File: src/rtl/hazard_ctrl.sv
`default_nettype none
// ============================================================================
//  Module   : hazard_ctrl
//  Purpose  : Pipeline stall/flush/hold sequencing for the 5-stage MIPS core,
//             with saturating performance counters and a hold watchdog.
//  Revision : 1.0  initial release
// ============================================================================
module hazard_ctrl #(
    parameter int CNT_W      = 32,
    parameter int HOLD_LIMIT = 16
) (
    input  logic             clk,
    input  logic             rst_n,
    input  logic [4:0]       id_rs,
    input  logic [4:0]       id_rt,
    input  logic             ex_MemRead,
    input  logic [4:0]       ex_rt,
    input  logic             mem_Branch,
    input  logic             mem_Bne,
    input  logic             mem_Jump,
    input  logic             mem_Zero,
    input  logic             ext_stall,
    input  logic             cnt_clear,
    output logic             pc_write,
    output logic             if_id_write,
    output logic             if_id_flush,
    output logic             id_ex_flush,
    output logic             ex_mem_flush,
    output logic             ex_mem_write,
    output logic             pc_redirect,
    output logic [CNT_W-1:0] stall_cnt,
    output logic [CNT_W-1:0] flush_cnt,
    output logic [CNT_W-1:0] hold_cnt,
    output logic             hold_timeout
);

    localparam int             c_TW     = $clog2(HOLD_LIMIT + 1);
    localparam logic [c_TW-1:0] c_LIMIT  = c_TW'(HOLD_LIMIT);

    localparam logic [1:0] c_RUN    = 2'd0;
    localparam logic [1:0] c_BUBBLE = 2'd1;
    localparam logic [1:0] c_HOLD   = 2'd2;

    logic [1:0]       state_q, state_d;
    logic [CNT_W-1:0] stall_cnt_q, stall_cnt_d;
    logic [CNT_W-1:0] flush_cnt_q, flush_cnt_d;
    logic [CNT_W-1:0] hold_cnt_q, hold_cnt_d;
    logic [c_TW-1:0]  hold_tmr_q, hold_tmr_d;
    logic             hold_timeout_q, hold_timeout_d;

    logic w_taken;
    logic w_load_use;
    logic w_redirect;
    logic w_lu_stall;
    logic w_pc_write, w_if_id_write, w_if_id_flush, w_id_ex_flush;
    logic w_ex_mem_flush, w_ex_mem_write, w_pc_redirect;

    assign w_taken    = mem_Jump | (mem_Branch & mem_Zero) | (mem_Bne & ~mem_Zero);
    assign w_load_use = ex_MemRead & (ex_rt != 5'd0) &
                        ((ex_rt == id_rs) | (ex_rt == id_rt));

    // The bubble already sitting in ID/EX clears MemRead, so BUBBLE skips the check.
    assign w_redirect = ~ext_stall & w_taken;
    assign w_lu_stall = ~ext_stall & ~w_taken & w_load_use & (state_q != c_BUBBLE);

    always_comb begin
        w_pc_write     = 1'b1;
        w_if_id_write  = 1'b1;
        w_if_id_flush  = 1'b0;
        w_id_ex_flush  = 1'b0;
        w_ex_mem_flush = 1'b0;
        w_ex_mem_write = 1'b1;
        w_pc_redirect  = 1'b0;
        state_d        = c_RUN;
        if (ext_stall) begin
            w_pc_write     = 1'b0;
            w_if_id_write  = 1'b0;
            w_ex_mem_write = 1'b0;
            state_d        = c_HOLD;
        end else if (w_redirect) begin
            w_pc_redirect  = 1'b1;
            w_if_id_flush  = 1'b1;
            w_id_ex_flush  = 1'b1;
            w_ex_mem_flush = 1'b1;
        end else if (w_lu_stall) begin
            w_pc_write     = 1'b0;
            w_if_id_write  = 1'b0;
            w_id_ex_flush  = 1'b1;
            state_d        = c_BUBBLE;
        end
    end

    // Reset overrides the Mealy outputs without waiting for a clock edge.
    assign pc_write     = rst_n & w_pc_write;
    assign if_id_write  = rst_n & w_if_id_write;
    assign ex_mem_write = rst_n & w_ex_mem_write;
    assign if_id_flush  = ~rst_n | w_if_id_flush;
    assign id_ex_flush  = ~rst_n | w_id_ex_flush;
    assign ex_mem_flush = ~rst_n | w_ex_mem_flush;
    assign pc_redirect  = rst_n & w_pc_redirect;

    always_comb begin
        stall_cnt_d    = stall_cnt_q;
        flush_cnt_d    = flush_cnt_q;
        hold_cnt_d     = hold_cnt_q;
        hold_tmr_d     = '0;
        hold_timeout_d = hold_timeout_q;
        if (w_lu_stall && !(&stall_cnt_q)) stall_cnt_d = stall_cnt_q + 1'b1;
        if (w_redirect && !(&flush_cnt_q)) flush_cnt_d = flush_cnt_q + 1'b1;
        if (ext_stall  && !(&hold_cnt_q))  hold_cnt_d  = hold_cnt_q + 1'b1;
        if (ext_stall) begin
            hold_tmr_d = (hold_tmr_q >= c_LIMIT) ? c_LIMIT : hold_tmr_q + 1'b1;
            if (hold_tmr_d >= c_LIMIT) hold_timeout_d = 1'b1;
        end
        if (cnt_clear) begin
            stall_cnt_d    = '0;
            flush_cnt_d    = '0;
            hold_cnt_d     = '0;
            hold_tmr_d     = '0;
            hold_timeout_d = 1'b0;
        end
    end

    always_ff @(posedge clk or negedge rst_n) begin
        if (!rst_n) begin
            state_q        <= c_RUN;
            stall_cnt_q    <= '0;
            flush_cnt_q    <= '0;
            hold_cnt_q     <= '0;
            hold_tmr_q     <= '0;
            hold_timeout_q <= 1'b0;
        end else begin
            state_q        <= state_d;
            stall_cnt_q    <= stall_cnt_d;
            flush_cnt_q    <= flush_cnt_d;
            hold_cnt_q     <= hold_cnt_d;
            hold_tmr_q     <= hold_tmr_d;
            hold_timeout_q <= hold_timeout_d;
        end
    end

    assign stall_cnt    = stall_cnt_q;
    assign flush_cnt    = flush_cnt_q;
    assign hold_cnt     = hold_cnt_q;
    assign hold_timeout = hold_timeout_q;

endmodule
`default_nettype wire
File: config.mk
export PLATFORM = sky130hd
export DESIGN_NAME = hazard_ctrl
export DESIGN_NICKNAME = d
export VERILOG_FILES = /design/src/rtl/hazard_ctrl.sv
export SDC_FILE = /design/constraint.sdc
export NUM_CORES = 1
export LEC_CHECK = 0
export CAP_MARGIN = 20
export CORE_UTILIZATION = 51
export DETAILED_ROUTE_END_ITERATION = 8
export GPL_TIMING_DRIVEN = 0
export PLACE_DENSITY = 0.87
export SYNTH_ARGS = -nofsm -noshare
export SYNTH_HDL_FRONTEND = slang
export SYNTH_SLANG_ARGS = --single-unit
File: constraint.sdc
create_clock -name clk -period 2.32 [get_ports clk]
set_input_delay 0.464 -clock clk [delete_from_list [all_inputs] [get_ports clk]]
set_output_delay 0.464 -clock clk [all_outputs]
set_load 0.02 [all_outputs]
==> flow_metrics.env <==
export IMPL_fmax_ghz=0.431
export IMPL_setup_ws_ps=0.718
export IMPL_via_per_inst=6.07
export IMPL_io_buffers=127
export IMPL_cts_clk_slew_worst_paths_ps=100
export IMPL_setup_violations=0
export IMPL_ff_latch_area_um2=2620
export IMPL_grt_pass1_wl_mm=26.4
export IMPL_ys_top_cells_by_count="dfrtp_1 (104), nor2_1 (87), nand2_1 (44)"
export IMPL_drc=0
export IMPL_syn_cell_area_um2=5720
export IMPL_r2r_start="hold_cnt[25]"
export IMPL_p_sw_frac=0.234
export IMPL_whs_ps=37.8
export IMPL_async_flop_share=1.00
export IMPL_synth_area_leaders="dfrtp_1 (45%), xnor2_1 (6.6%), nor2_1 (5.7%), xor2_1 (3.5%), nand4_1 (3.5%)"
export IMPL_antenna_found_initial=0
export IMPL_period_share=1.00
export IMPL_routed_wl_mm=17.0
export IMPL_die_w_um=108
export IMPL_start_util=0.526
export IMPL_numCtsBuffers=9
export IMPL_p_sw_mw=0.790
export IMPL_p_clk_frac=0.373
export IMPL_slew_viol_final=0
export IMPL_worstPathRequired_ps=2560
export IMPL_rsz0062_at_grt="true"
export IMPL_dpl_hpwl_mm=11.3
export IMPL_clk_path_buf_depth=2
export IMPL_start_kind="register"
export IMPL_synth_flop_cell="dfrtp_1"
export IMPL_syn2layout_area_growth_pct=37.7
export IMPL_min_path_type="input port to asynchronous set/reset pin"
export IMPL_grt_pass1_vias=5421
export IMPL_ys_types=49
export IMPL_pwr_share_seq=0.543
export IMPL_cp_startpoint="hold_cnt[25]"
export IMPL_gp_congestion=0.884
export IMPL_r2r_cells=6
export IMPL_root_buffer="clkbuf_8"
export IMPL_worst_slew_pin_slew_ps=574
export IMPL_crit_path_end_kind="register"
export IMPL_synth_avg_cell_area_um2=9.17
export IMPL_grt_overflow_total=0
export IMPL_h_tree_depth=3
export IMPL_yosysWarnings=0
export IMPL_vias=5676
export IMPL_cap_violations=0
export IMPL_clkSinkCount=104
export IMPL_fp_dieH_um=108
export IMPL_dr_first_iter_drc_count=439
export IMPL_synth_top_area_cell="dfrtp_1"
export IMPL_wire_per_inst_um=18.2
export IMPL_synth_edf_count=0
export IMPL_drt_first_pass_iters=5
export IMPL_p_int_mw=2.58
export IMPL_status="finished, final reports clean"
export IMPL_dpl_worst_slack_ps=-1120
export IMPL_final_util=0.724
export IMPL_reg2reg_setup_slack_ps=0.7
export IMPL_slew_headroom=0.614
export IMPL_final_nets=819
export IMPL_ant_nets=0
export IMPL_hold_viol_final=0
export IMPL_synthCells=624
export IMPL_fillCellCount=782
export IMPL_diodes=0
export IMPL_path_cells="nand4_1, or4_4, nor3_1, nor3_1, xnor2_1, nor2_1"
export IMPL_coreArea_um2=10900
export IMPL_path_class="register to register"
export IMPL_cp_num_buf_inv=0
export IMPL_power_density_nw_per_um2=427
export IMPL_num_rows=38
export IMPL_timing_final_crit_period_ps=2320
export IMPL_synth_top_area_frac=0.455
export IMPL_combPwrFrac=0.084
export IMPL_clkLatencyLatePin_ps=370
export IMPL_crit_family="simple AND/OR/NAND/NOR gates"
export IMPL_synthesis_nets=653
export IMPL_ys_ff_latch=104
export IMPL_leakagePower_nw=3.23
export IMPL_ir_drop_mv=0.338
export IMPL_crit_path_max_fanout=5
export IMPL_rr_endpoint="hold_cnt[9]"
export IMPL_synth_most_common_cell="dfrtp_1"
export IMPL_dieArea_um2=11700
export IMPL_path_common_cell="nor3_1"
export IMPL_drive_gt1_frac=0.151
export IMPL_grtUsageTotal=0.288
export IMPL_crit_slowest_cell="or4_4"
export IMPL_max_stage_delay_ps=650
export IMPL_grt_max_degree=42
export IMPL_ys_seq_area_frac=0.455
export IMPL_skew_ps=11.9
export IMPL_crit_arrival_ps=2560
export IMPL_cts_tree="done"
export IMPL_ioPinCount=128
export IMPL_multi_input_area_um2=3160
[power by group through the flow]
stage                     clock [mW]  sequential [mW]  combinational, mW
after CTS                       1.26             1.83              0.277
after detailed placement           0             1.87              0.259
after global placement             0             1.87              0.246
after global routing            1.34             1.83              0.308
final                           1.26             1.83              0.284
after floorplan                    0             1.87              0.102
[registers in the layout (all words and copies together), names as in the netlist]
| name | cells |
|---|---|
| flush_cnt | 32 |
| hold_cnt | 32 |
| hold_timeout | 1 |
| hold_tmr_q | 5 |
| stall_cnt | 32 |
| state_q | 2 |
[layout by cell type (no fill, tap or decap), drive strengths merged, types with 2 or more instances in the layout]
cell type | netlist | final
nor3b | 8 | 8
o21ai | 19 | 19
nor2b | 11 | 11
mux2 | 10 | 10
nand4 | 34 | 34
and4 | 5 | 5
nor4b | 4 | 4
or2 | 3 | 3
xnor2 | 43 | 43
nand2 | 44 | 44
or3 | 19 | 19
nand3b | 2 | 2
nor3 | 16 | 16
a21oi | 30 | 30
xor2 | 23 | 23
or4 | 12 | 12
o31ai | 8 | 8
a31oi | 2 | 2
dlygate4sd2 | 0 | 13
clkbuf | 21 | 32
nand4b | 2 | 2
dlymetal6s2s | 0 | 5
nor4 | 19 | 19
and3 | 16 | 16
nand3 | 39 | 39
mux2i | 2 | 2
ha | 5 | 5
clkdlybuf4s50 | 0 | 100
bufinv | 0 | 2
nor2 | 87 | 87
dfrtp | 104 | 104
inv | 13 | 13
and2 | 5 | 5
buf | 5 | 42
[through the flow]
step	total power, mW	cell area [um2]	setup TNS [ps]	cells
5_1_grt	3.48	7890	-315	935
2_1_floorplan	1.98	5730	0	624
4_1_cts	3.37	7590	-119	916
3_5_place_dp	2.13	7200	-49800	892
6_report	3.37	7890	0	935
3_3_place_gp	2.11	7170	-389140	891
[how the worst max path moves through the flow]
stage,to,cells past startpoint
CTS,pc_write,9
global route,hold_cnt[9],6
detailed placement,pc_write,8
floorplan,pc_write,6
finish,hold_cnt[9],6
global placement,pc_write,5
[final cells by class]
type | count | area share
repair buffers | 158 | 0.196
plain buffers | 23 | 0.0159
well taps | 140 | 0.0222
inverters | 13 | 0.00619
clock buffers | 13 | 0.0189
clock inverters | 3 | 0.00825
multi-input cells | 481 | 0.401
flip-flops and latches | 104 | 0.332
[repair_timing]
action                                 CTS  global route
pin swaps                               13            19
cloned                                   1             0
gates resized for setup                 70            47
setup endpoints to repair               91            93
buffers inserted                         6            22
hold buffers                             1             0
endpoints found under the hold margin   41             0
[layer usage]
| metal | vias to the layer above | track usage | routed length, um |
|---|---|---|---|
| met3 | 37 | 0.0542 | 1440 |
| met4 | 0 | 0.114 | 341 |
| li1 | 2550 | - | - |
| met1 | 2766 | 0.371 | 6710 |
| met5 | - | 0 | 0 |
| met2 | 323 | 0.481 | 8500 |
[cells by family (layout without fill, tap and decap cells)]
group | after synthesis | in the layout | synth area share
buffers and inverters | 39 | 210 | 0.0275
adder cells (fa/ha/maj) | 5 | 5 | 0.0109
multiplexers | 12 | 12 | 0.0232
AND/OR/NAND/NOR | 327 | 327 | 0.309
AO/OA/AOI/OAI | 71 | 71 | 0.0737
flip-flops | 104 | 104 | 0.455
XOR/XNOR | 66 | 66 | 0.101
Power figures use the tool's default switching activity.
